## config.mk

```make
export PLATFORM = sky130hd
export DESIGN_NAME = mips_mc_controller
export DESIGN_NICKNAME = d
export VERILOG_FILES = /design/src/rtl/mips_mc_controller.sv
export SDC_FILE = /design/constraint.sdc
export NUM_CORES = 1
export LEC_CHECK = 0
export CAP_MARGIN = 20
export CORE_ASPECT_RATIO = 1.2
export CORE_MARGIN = 5
export CORE_UTILIZATION = 47
export CTS_CLUSTER_DIAMETER = 30
export DETAILED_ROUTE_END_ITERATION = 16
export GPL_TIMING_DRIVEN = 0
export MAX_ROUTING_LAYER = met4
export PLACE_DENSITY = 0.83
export SLEW_MARGIN = 30
export SYNTH_ARGS = -nofsm -noshare
export SYNTH_HDL_FRONTEND = slang
export SYNTH_SLANG_ARGS = --single-unit
```

## constraint.sdc

```tcl
create_clock -name clk -period 3.2 [get_ports clk]
set_input_delay 0.48 -clock clk [delete_from_list [all_inputs] [get_ports clk]]
set_output_delay 0.48 -clock clk [all_outputs]
set_load 0.05 [all_outputs]
```

## src/rtl/mips_mc_controller.sv

```systemverilog
// Multi-cycle MIPS control FSM: Moore-decoded datapath strobes, memory wait timeout, sticky error.
// Optional JUMP support is enabled by defining MIPS_MC_JUMP_EN.
module mips_mc_controller #(
   parameter int unsigned MEM_WAIT_MAX = 15
) (
   input  logic       clk,
   input  logic       rst,
   input  logic [5:0] opcode,
   input  logic       zero,
   input  logic       mem_ready,
   output logic       pc_write,
   output logic       pc_write_cond,
   output logic       iord,
   output logic       mem_read,
   output logic       mem_write,
   output logic       ir_write,
   output logic       mem_to_reg,
   output logic       reg_dst,
   output logic       reg_write,
   output logic       alu_src_a,
   output logic [1:0] alu_src_b,
   output logic [1:0] alu_opsel,
   output logic [1:0] pc_source,
   output logic [3:0] state,
   output logic       mem_err
);

   localparam int unsigned CW = (MEM_WAIT_MAX > 0) ? $clog2(MEM_WAIT_MAX + 1) : 1;

   typedef enum logic [3:0] {
      StFetch  = 4'd0,
      StDecode = 4'd1,
      StMemAdr = 4'd2,
      StMemRd  = 4'd3,
      StMemWb  = 4'd4,
      StMemWr  = 4'd5,
      StExec   = 4'd6,
      StAluWb  = 4'd7,
      StBranch = 4'd8,
`ifdef MIPS_MC_JUMP_EN
      StJump   = 4'd9,
`endif
      StError  = 4'd10
   } state_e;

   state_e        state_q;
   logic          run_q;
   logic [CW-1:0] wait_q;
   logic          mem_state;
   logic          timeout;
   logic          unused_zero;

   // Branch resolution happens in the datapath; the controller never looks at the flag.
   assign unused_zero = zero;

   assign mem_state = (state_q == StFetch) || (state_q == StMemRd) || (state_q == StMemWr);
   assign timeout   = (MEM_WAIT_MAX != 0) && mem_state && !mem_ready &&
                      (wait_q == CW'(MEM_WAIT_MAX));

   // run_q holds the machine idle for the release cycle so the first fetch starts on the
   // first rising edge after reset. Memory states only exit with mem_ready=1, which clears
   // the counter, so it is zero on every entry.
   always_ff @(posedge clk or posedge rst) begin
      if (rst) begin
         state_q <= StFetch;
         wait_q  <= '0;
         run_q   <= 1'b0;
      end else if (!run_q) begin
         run_q <= 1'b1;
      end else if (timeout) begin
         state_q <= StError;
      end else begin
         if (mem_state && !mem_ready) wait_q <= wait_q + 1'b1;
         else                         wait_q <= '0;
         case (state_q)
            StFetch:  if (mem_ready) state_q <= StDecode;
            StDecode: begin
               case (opcode)
                  6'h23, 6'h2B: state_q <= StMemAdr;
                  6'h00:        state_q <= StExec;
                  6'h04:        state_q <= StBranch;
`ifdef MIPS_MC_JUMP_EN
                  6'h02:        state_q <= StJump;
`endif
                  default:      state_q <= StError;
               endcase
            end
            StMemAdr: state_q <= (opcode == 6'h23) ? StMemRd : StMemWr;
            StMemRd:  if (mem_ready) state_q <= StMemWb;
            StMemWb:  state_q <= StFetch;
            StMemWr:  if (mem_ready) state_q <= StFetch;
            StExec:   state_q <= StAluWb;
            StAluWb:  state_q <= StFetch;
            StBranch: state_q <= StFetch;
`ifdef MIPS_MC_JUMP_EN
            StJump:   state_q <= StFetch;
`endif
            StError:  state_q <= StError;
            default:  state_q <= StError;
         endcase
      end
   end

   assign state = state_q;

   always_comb begin
      pc_write      = 1'b0;
      pc_write_cond = 1'b0;
      iord          = 1'b0;
      mem_read      = 1'b0;
      mem_write     = 1'b0;
      ir_write      = 1'b0;
      mem_to_reg    = 1'b0;
      reg_dst       = 1'b0;
      reg_write     = 1'b0;
      alu_src_a     = 1'b0;
      alu_src_b     = 2'b00;
      alu_opsel     = 2'b00;
      pc_source     = 2'b00;
      mem_err       = 1'b0;
      if (run_q) begin
         unique case (state_q)
            StFetch: begin
               mem_read  = 1'b1;
               alu_src_b = 2'b01;
               ir_write  = mem_ready;
               pc_write  = mem_ready;
            end
            StDecode: alu_src_b = 2'b11;
            StMemAdr: begin
               alu_src_a = 1'b1;
               alu_src_b = 2'b10;
            end
            StMemRd: begin
               mem_read = 1'b1;
               iord     = 1'b1;
            end
            StMemWb: begin
               reg_write  = 1'b1;
               mem_to_reg = 1'b1;
            end
            StMemWr: begin
               mem_write = 1'b1;
               iord      = 1'b1;
            end
            StExec: begin
               alu_src_a = 1'b1;
               alu_opsel = 2'b10;
            end
            StAluWb: begin
               reg_write = 1'b1;
               reg_dst   = 1'b1;
            end
            StBranch: begin
               alu_src_a     = 1'b1;
               alu_opsel     = 2'b01;
               pc_write_cond = 1'b1;
               pc_source     = 2'b01;
            end
`ifdef MIPS_MC_JUMP_EN
            StJump: begin
               pc_write  = 1'b1;
               pc_source = 2'b10;
            end
`endif
            StError: mem_err = 1'b1;
            default: mem_err = 1'b0;
         endcase
      end
   end

endmodule

```

Word-level counts from Yosys, hierarchy flattened
Cells that the tools add are included.
- add/sub/neg operators: 1
- eq/ne operators: 16
- reductions and logical operators: 15
- bitwise gates (word level): 1
- muxes and demuxes: 34
- operators with widths (operator ; count):
    $pmux 4 s7 ; 1
    $mux 1 ; 22
    $mux 4 ; 5
    $eq 4x3->1 const B ; 4
    $eq 4x4->1 const B ; 3
    $eq 6x6->1 const B ; 2
    $pmux 4 s3 ; 1
    $ne 3x3->1 const B ; 3
    $eq 4x2->1 const B ; 2
    $reduce_or 2->1 ; 4
    $eq 6x3->1 const B ; 1
    $logic_not 6->1 ; 1
    $pmux 2 s3 ; 1
    $reduce_or 3->1 ; 2
    $add 4x1->4 const B ; 1
    $eq 4x1->1 const B ; 1
    $logic_not 4->1 ; 1
    $mux 2 ; 2
    $pmux 2 s2 ; 1
    $reduce_and 4->1 ; 1
    $mux 3 ; 1
    $logic_and 1x1->1 ; 2
    $logic_or 1x1->1 ; 2
    $reduce_and 2->1 ; 1
    other kinds (2) ; 2
- output and inout bits: 21
- flip-flop bits (word level): 9

Depth between registers and ports, before layout
Gate-level depths: netlist of the first run.
- depth in word-level cells: 7
- depth in mapped cells: 5

Worst setup path before layout of the first run
OpenSTA, ideal clock, no wires.
- path kind: register -> output
- start: register state_q[3], in the netlist state[3]
- end: output port pc_write
- data required time: 2720 ps
- setup slack: 131 ps
- arrival time: 2589 ps
- cell stages (with the launch flop): 6
- cells stage by stage: dfrtp_1 -> buf_4 -> inv_1 -> nand2_1 -> nor3_1 -> buf_4
- word-level cells in the longest chain between the ends: 3
- RTL lines (what ; RTL line ; text):
    start: declaration ; 46 ; state_e state_q;
    start signal: assignment ; 65 ; state_q <= StFetch;
    start signal: assignment ; 71 ; state_q <= StError;
    start signal: assignment ; 76 ; StFetch: if (mem_ready) state_q <= StDecode;
    $logic_not 4->1 ; n/a ;
    $mux 1 (2 in a row) ; n/a ;
    end: declaration ; 11 ; output logic pc_write,
Every way passes these cells.

Worst setup path in the final report of the first run
- start: register state_q[3], in the netlist state[3]
- end: output port pc_write
- word-level cells in the longest chain between the ends: 3
- RTL lines (what ; RTL line ; text):
    $logic_not 4->1 ; 122 ; unique case (state_q)
    $mux 1 ; 122 ;
    $mux 1 ; 121 ; if (run_q) begin
Every way passes these cells.

==> results.md, run 1 <==
- Detailed Place HPWL: 1628 um
- TritonCTS buffer count: 3
- Critical Path Fanout Max: 10
- Tcrit/Tclk final: 0.8949
- Power per cell area: 929.0 nW/um2
- Worst Clk Skew: 0.002787 ns
- Leakage: 0.4763 nW
- Global-route wire length before repair: 3325 um
- GR met1 Demand/Resource: 0.1821
- Worst-path clk slew: 0.06 ns
- Internal Power: 0.5088 mW
- P_sw: 0.6002 mW
- Final setup viols: 0
- Non-Filler Instances: 148
- Final Hold Viols: 0
- Most numerous cell in the Yosys netlist: dfrtp_1
- Worst R2R End: state[2]$_DFFE_PP0P_
- Port bufs: 28
- Outcome: completed
- Yosys warns: 0
- Layout fillers: 153
- Worst VDD drop: 748.6 uV
- Total chip power: 1.109 mW
- CP endpoint kind: primary output
- Remaining global-route overflow: 0
- GPL Wtd Cong: 0.7776
- Pin count of the biggest net entering global routing: 11
- # resized after CTS: 0
- Worst path required time: 2.72 ns
- Initial DRC Count: 12
- Clk root buf: clkbuf_4
- Antenna diodes: 0
- Die H: 56.95 um
- Clock power share: 0.073
- Seq/Total Area, Yosys: 0.2609
- Startpoint types: flip-flop
- Most used routing layer: met2
- Cells after Synth: 97
- Post-synth cell types: 45
- Reg2Reg Depth: 5
- DR vias: 853
- Antenna-violating nets left: 0
- DP Area: 1167 um2
- Met3 GRT Util: 0.007833
- Synthesized Nets: 108
- Total GRT Usage: 0.1460
- Area delta synth->final: 38.26%
- Combinational share of power: 0.765
- Number of global-route vias before repair: 773
- Arrival time worst endpoint: 2.38 ns
- Setup TNS: 0 ns
- Switching Share: 0.5412
- Final WL: 2083 um
- Share of post-route cells with drive strength above 1: 0.1860
- CTS Hold Bufs: 0
- Initial antenna violation count: 0
- Post-route design area: 1194 um2
- Synth cell count leaders: dfrtp_1, a21oi_1, nor3_1, nand2_1
- Max cap viols: 0
- Slew Limit Fails: 0
- Mean post-synth cell area: 8.900 um2
- Clock Sinks: 9
- CTS tree: done
- Relative slew slack: 0.6603
- Post-CTS Repair Setup Buffers: 0
- Synth top area share: 0.2609
- Drt drc: 0
- Worst slew pin tran: 0.5079 ns
- Pre-antenna DRT Iters: 4
- Ys flop type: dfrtp_1
- Row cnt: 17
- Multi-input logic area: 541.8 um2
- Critical R2R Launch: state[1]$_DFFE_PP0P_
- Hold Path Class: input pin to asynchronous set/reset pin
- Clock buffer depth: 2
- Top cells by area, synth: dfrtp_1, a21oi_1, nor3_1
- Flops & latches, synth: 9
- Placed insts: 144
- Post-route minimum period: 2.864 ns
- Met2 Use GR: 0.2541
- R2R Setup Slk: 1.65 ns
- RSZ-0062 raised after global routing: false
- Wire length per cell: 14.07 um
- Die Wd: 49.13 um
- Via density: 5.764
- Final #Nets: 141
- Crit Path Category: flip-flop to primary output
- Clock Latency Late Sink: 0.25 ns
- Starting Density: 0.4832
- I/O Pins: 31
- Register share of total power: 0.162
- Area leader, netlist: dfrtp_1
- Post-synth EDFFs: 0
- Netlist Area Pre-Place: 863.3 um2
- Peak Freq: 0.3492 GHz
- Layout Utilization: 0.6681
- Ys async rst share: 1.000
- Die ar.: 2798 um2
- Core ar.: 1787 um2
- Register area: 225.2 um2
- CTS H-Tree Depth: 1
==> cell families (layout without fill, tap and decap cells) <==
logic type                 after synthesis  count (layout)  share of synthesized area
buffers and inverters                   15              47                     0.1116
other                                    2               2                   0.008699
and+or+nand+nor                         39              39                     0.2899
DFF                                      9               9                     0.2609
adders and majority gates                1               1                    0.01449
xor gates and xnor gates                 3               3                    0.03914
muxes                                    3               3                    0.03478
AOI/OAI and AO/OA                       25              25                     0.2406
==> sequential cells by signal (all words and copies together), names as in the netlist <==
| register | cells |
|---|---|
| state | 4 |
| wait_q | 4 |
| run_q | 1 |
==> worst max path at each step <==
stage | endpoint | depth (start not counted) | start
2_1_floorplan | pc_write | 5 | state[3]$_DFFE_PP0P_
3_3_place_gp | pc_write | 5 | mem_ready
3_5_place_dp | pc_write | 5 | mem_ready
4_1_cts | pc_write | 6 | state[3]$_DFFE_PP0P_
5_1_grt | pc_write | 6 | state[3]$_DFFE_PP0P_
6_report | pc_write | 6 | state[3]$_DFFE_PP0P_
==> critical path: stages (launching register included) <==
cell	delay, ns
dfrtp_1	0.42
buf_4	0.20
inv_1	0.18
nand2_1	0.13
nor3_1	0.25
buf_4	0.15
clkdlybuf4s50_1	0.79
==> layout make-up <==
cell class	instances	share of cell area
sequential	9	0.1887
multi-input combinational	73	0.4539
inverter	5	0.01572
buffer	10	0.06499
tap	19	0.01992
timing repair buffer	28	0.2348
clock buffer	4	0.02201
==> cell usage in the layout (no fill, tap or decap), types with 3 or more instances in the layout <==
cell type	instances
buf_6	3
inv_1	4
a21oi_1	8
mux2i_1	3
and3_1	3
dfrtp_1	9
nand2_1	6
nand3_1	4
nor2_1	4
clkdlybuf4s50_1	28
buf_4	4
clkbuf_4	3
nor3_1	7
==> per-layer routing <==
layer | wire length, um | share of wire | vias to the layer above
met2 | 1115 | 0.54 | 37
met1 | 833 | 0.40 | 400
met3 | 134 | 0.064 | 0
met5 | 0 | 0 | -
met4 | 0 | 0 | 0
li1 | - | - | 416
==> power groups by stage <==
stage | logic, mW | clock network, mW | registers [mW]
2_1_floorplan | 0.552 | 0 | 0.261
3_3_place_gp | 0.833 | 0 | 0.181
3_5_place_dp | 0.847 | 0 | 0.181
4_1_cts | 0.849 | 0.0868 | 0.180
5_1_grt | 0.903 | 0.0921 | 0.185
6_report | 0.848 | 0.0813 | 0.179
==> stage by stage <==
stage	hold slack, ns	worst slack, ns
6_report	0.4735	0.3362
4_1_cts	0.4766	0.3124
3_3_place_gp	0.4847	0.4524
5_1_grt	0.4898	0.2204
2_1_floorplan	0.3079	0.1314
3_5_place_dp	0.5048	0.4168
No activity file was read; power rests on OpenSTA's default activity.
==> run 2: changes to the inputs <==
--- a/config.mk
+++ b/config.mk
@@ -12,7 +12,6 @@
 export CTS_CLUSTER_DIAMETER = 30
 export DETAILED_ROUTE_END_ITERATION = 16
 export GPL_TIMING_DRIVEN = 0
-export MAX_ROUTING_LAYER = met4
 export PLACE_DENSITY = 0.83
 export SLEW_MARGIN = 30
 export SYNTH_ARGS = -nofsm -noshare
==> run 2 against run 1 <==
Total power about the same. Register-to-register slack about the same. Clock-buffer cell count unchanged. Critical path type unchanged. Largest power group unchanged.
==> results.md, run 2 (synthesis results as in run 1) <==
- Outcome: completed
- Power per cell area: 929.0 nW/um2
- Worst path required time: 2.72 ns
- Clock Sinks: 9
- Clk root buf: clkbuf_4
- Row cnt: 17
- Crit-path cells: buf_4 -> inv_1 -> nand2_1 -> nor3_1 -> buf_4 -> clkdlybuf4s50_1
- Port bufs: 28
- Worst slew pin tran: 0.5079 ns
- Core ar.: 1787 um2
- CTS H-Tree Depth: 1
- Crit Path Category: flip-flop to primary output
- Die ar.: 2798 um2
- Most frequent cells in the layout: clkdlybuf4s50_1, dfrtp_1, a21oi_1, nor3_1, nand2_1
- Starting Density: 0.4832
- # resized after CTS: 0
- Arrival time worst endpoint: 2.38 ns
- DP Area: 1167 um2
- Drt drc: 0
- Share of post-route cells with drive strength above 1: 0.1860
- Commonest non-fill, non-tap cell in the layout: clkdlybuf4s50_1
- Post-route minimum period: 2.863 ns
- Die Wd: 49.13 um
- Number of global-route vias before repair: 772
- Crit path max-delay family: buffers and inverters
- CTS Hold Bufs: 0
- Post-route design area: 1194 um2
- Layout fillers: 153
- Final Hold Viols: 0
- Die H: 56.95 um
- Post-CTS Repair Setup Buffers: 0
- Wire length per cell: 14.15 um
- Final setup viols: 0
- Antenna diodes: 0
- DR vias: 853
- Clock Latency Late Sink: 0.25 ns
- GPL Wtd Cong: 0.7674
- Final WL: 2094 um
- Crit path buf inv count: 4
- Setup TNS: 0 ns
- Leakage: 0.4763 nW
- Final #Nets: 141
- RSZ-0062 raised after global routing: false
- Critical-path top delay cell: clkdlybuf4s50_1
- I/O Pins: 31
- Pin count of the biggest net entering global routing: 11
- Clock buffer depth: 2
- Worst Clk Skew: 0.002787 ns
- Startpoint types: flip-flop
- Total GRT Usage: 0.1418
- Relative slew slack: 0.6603
- Initial DRC Count: 8
- TritonCTS buffer count: 3
- CP max stage delay: 0.79 ns
- Global-route wire length before repair: 3332 um
- Remaining global-route overflow: 0
- Antenna-violating nets left: 0
- Max cap viols: 0
- Peak Freq: 0.3492 GHz
- Critical Path Fanout Max: 10
- Tcrit/Tclk final: 0.8948
- Via density: 5.764
- Worst VDD drop: 749.1 uV
- Slew Limit Fails: 0
- Initial antenna violation count: 0
- Cell mode on critical path: buf_4
- Worst-path clk slew: 0.06 ns
- Area delta synth->final: 38.26%
- Hold Path Class: input pin to asynchronous set/reset pin
- Detailed Place HPWL: 1628 um
- Pre-antenna DRT Iters: 4
- CTS tree: done
- CP endpoint kind: primary output
[run 2: cell counts in the layout (fill, tap and decap cells not counted)]
Identical to the previous run, type by type.
[run 2: metrics by stage]
step	cells	hold slack (ns)	utilization	power (mW)	setup slack [ns]
finish	148	0.4735	0.6681	1.109	0.3366
global placement	144	0.4847	0.6534	1.014	0.4524
detailed placement	144	0.5048	0.6534	1.028	0.4168
CTS	148	0.4766	0.6681	1.116	0.3124
floorplan	97	0.3079	-	0.8125	0.1314
global route	148	0.4898	0.6681	1.180	0.2204
[run 2: power by group]
group,leakage [nW],switching (mW),total [mW],internal (mW)
Sequential,0.116,0.0357,0.179,0.143
Combinational,0.346,0.531,0.848,0.318
Clock,0.0150,0.0336,0.0813,0.0477
Total,0.476,0.600,1.11,0.509
[run 2: worst paths after layout]
check | from | end | slack (ns) | cells after the start
worst max register to register | state[1]$_DFFE_PP0P_ | state[2]$_DFFE_PP0P_ | 1.65 | 5
worst min-delay path | rst | state[2]$_DFFE_PP0P_ | 0.47 | 2
worst max-delay path | state[3]$_DFFE_PP0P_ | pc_write | 0.34 | 6
min in group clk | wait_q[0]$_DFFE_PP0P_ | wait_q[0]$_DFFE_PP0P_ | 0.51 | 1
worst min register to register | wait_q[0]$_DFFE_PP0P_ | wait_q[0]$_DFFE_PP0P_ | 0.51 | 1
max in group asynchronous | rst | wait_q[2]$_DFFE_PP0P_ | 2.49 | 2
[run 2: area by class of cell]
type	count	area, um2	share of cell area
buffer	10	77.57	0.06499
inverter	5	18.77	0.01572
sequential	9	225.2	0.1887
multi-input combinational	73	541.8	0.4539
clock buffer	4	26.28	0.02201
timing repair buffer	28	280.3	0.2348
tap	19	23.77	0.01992
[run 2: per-layer routing]
layer  vias up  wire length (um)  track usage
li1        415                 -            -
met1       399               842       0.1805
met2        39              1117       0.2560
met3         0               133     0.007833
met4         0                 0      0.03846
met5         -                 0            0
==> run 3: changes to the inputs <==
--- a/config.mk
+++ b/config.mk
@@ -17,3 +17,4 @@
 export SYNTH_ARGS = -nofsm -noshare
 export SYNTH_HDL_FRONTEND = slang
 export SYNTH_SLANG_ARGS = --single-unit
+export TNS_END_PERCENT = 10
==> constraint.sdc (replaced) <==
create_clock -name clk -period 3.2 [get_ports clk]
set_input_delay 0.48 -clock clk [delete_from_list [all_inputs] [get_ports clk]]
set_output_delay 0.48 -clock clk [all_outputs]
set_load 0.005 [all_outputs]
==> results of run 3 <==
Same layout as run 2 (identical final DEF). Status: completed.
Main changes from that run: setup slack after placement 0.4168 ns -> 0.7182 ns; setup slack after layout 0.3366 ns -> 0.6389 ns; total power 1.109 mW -> 0.8905 mW; worst IR drop on VDD 749.1 uV -> 509.9 uV
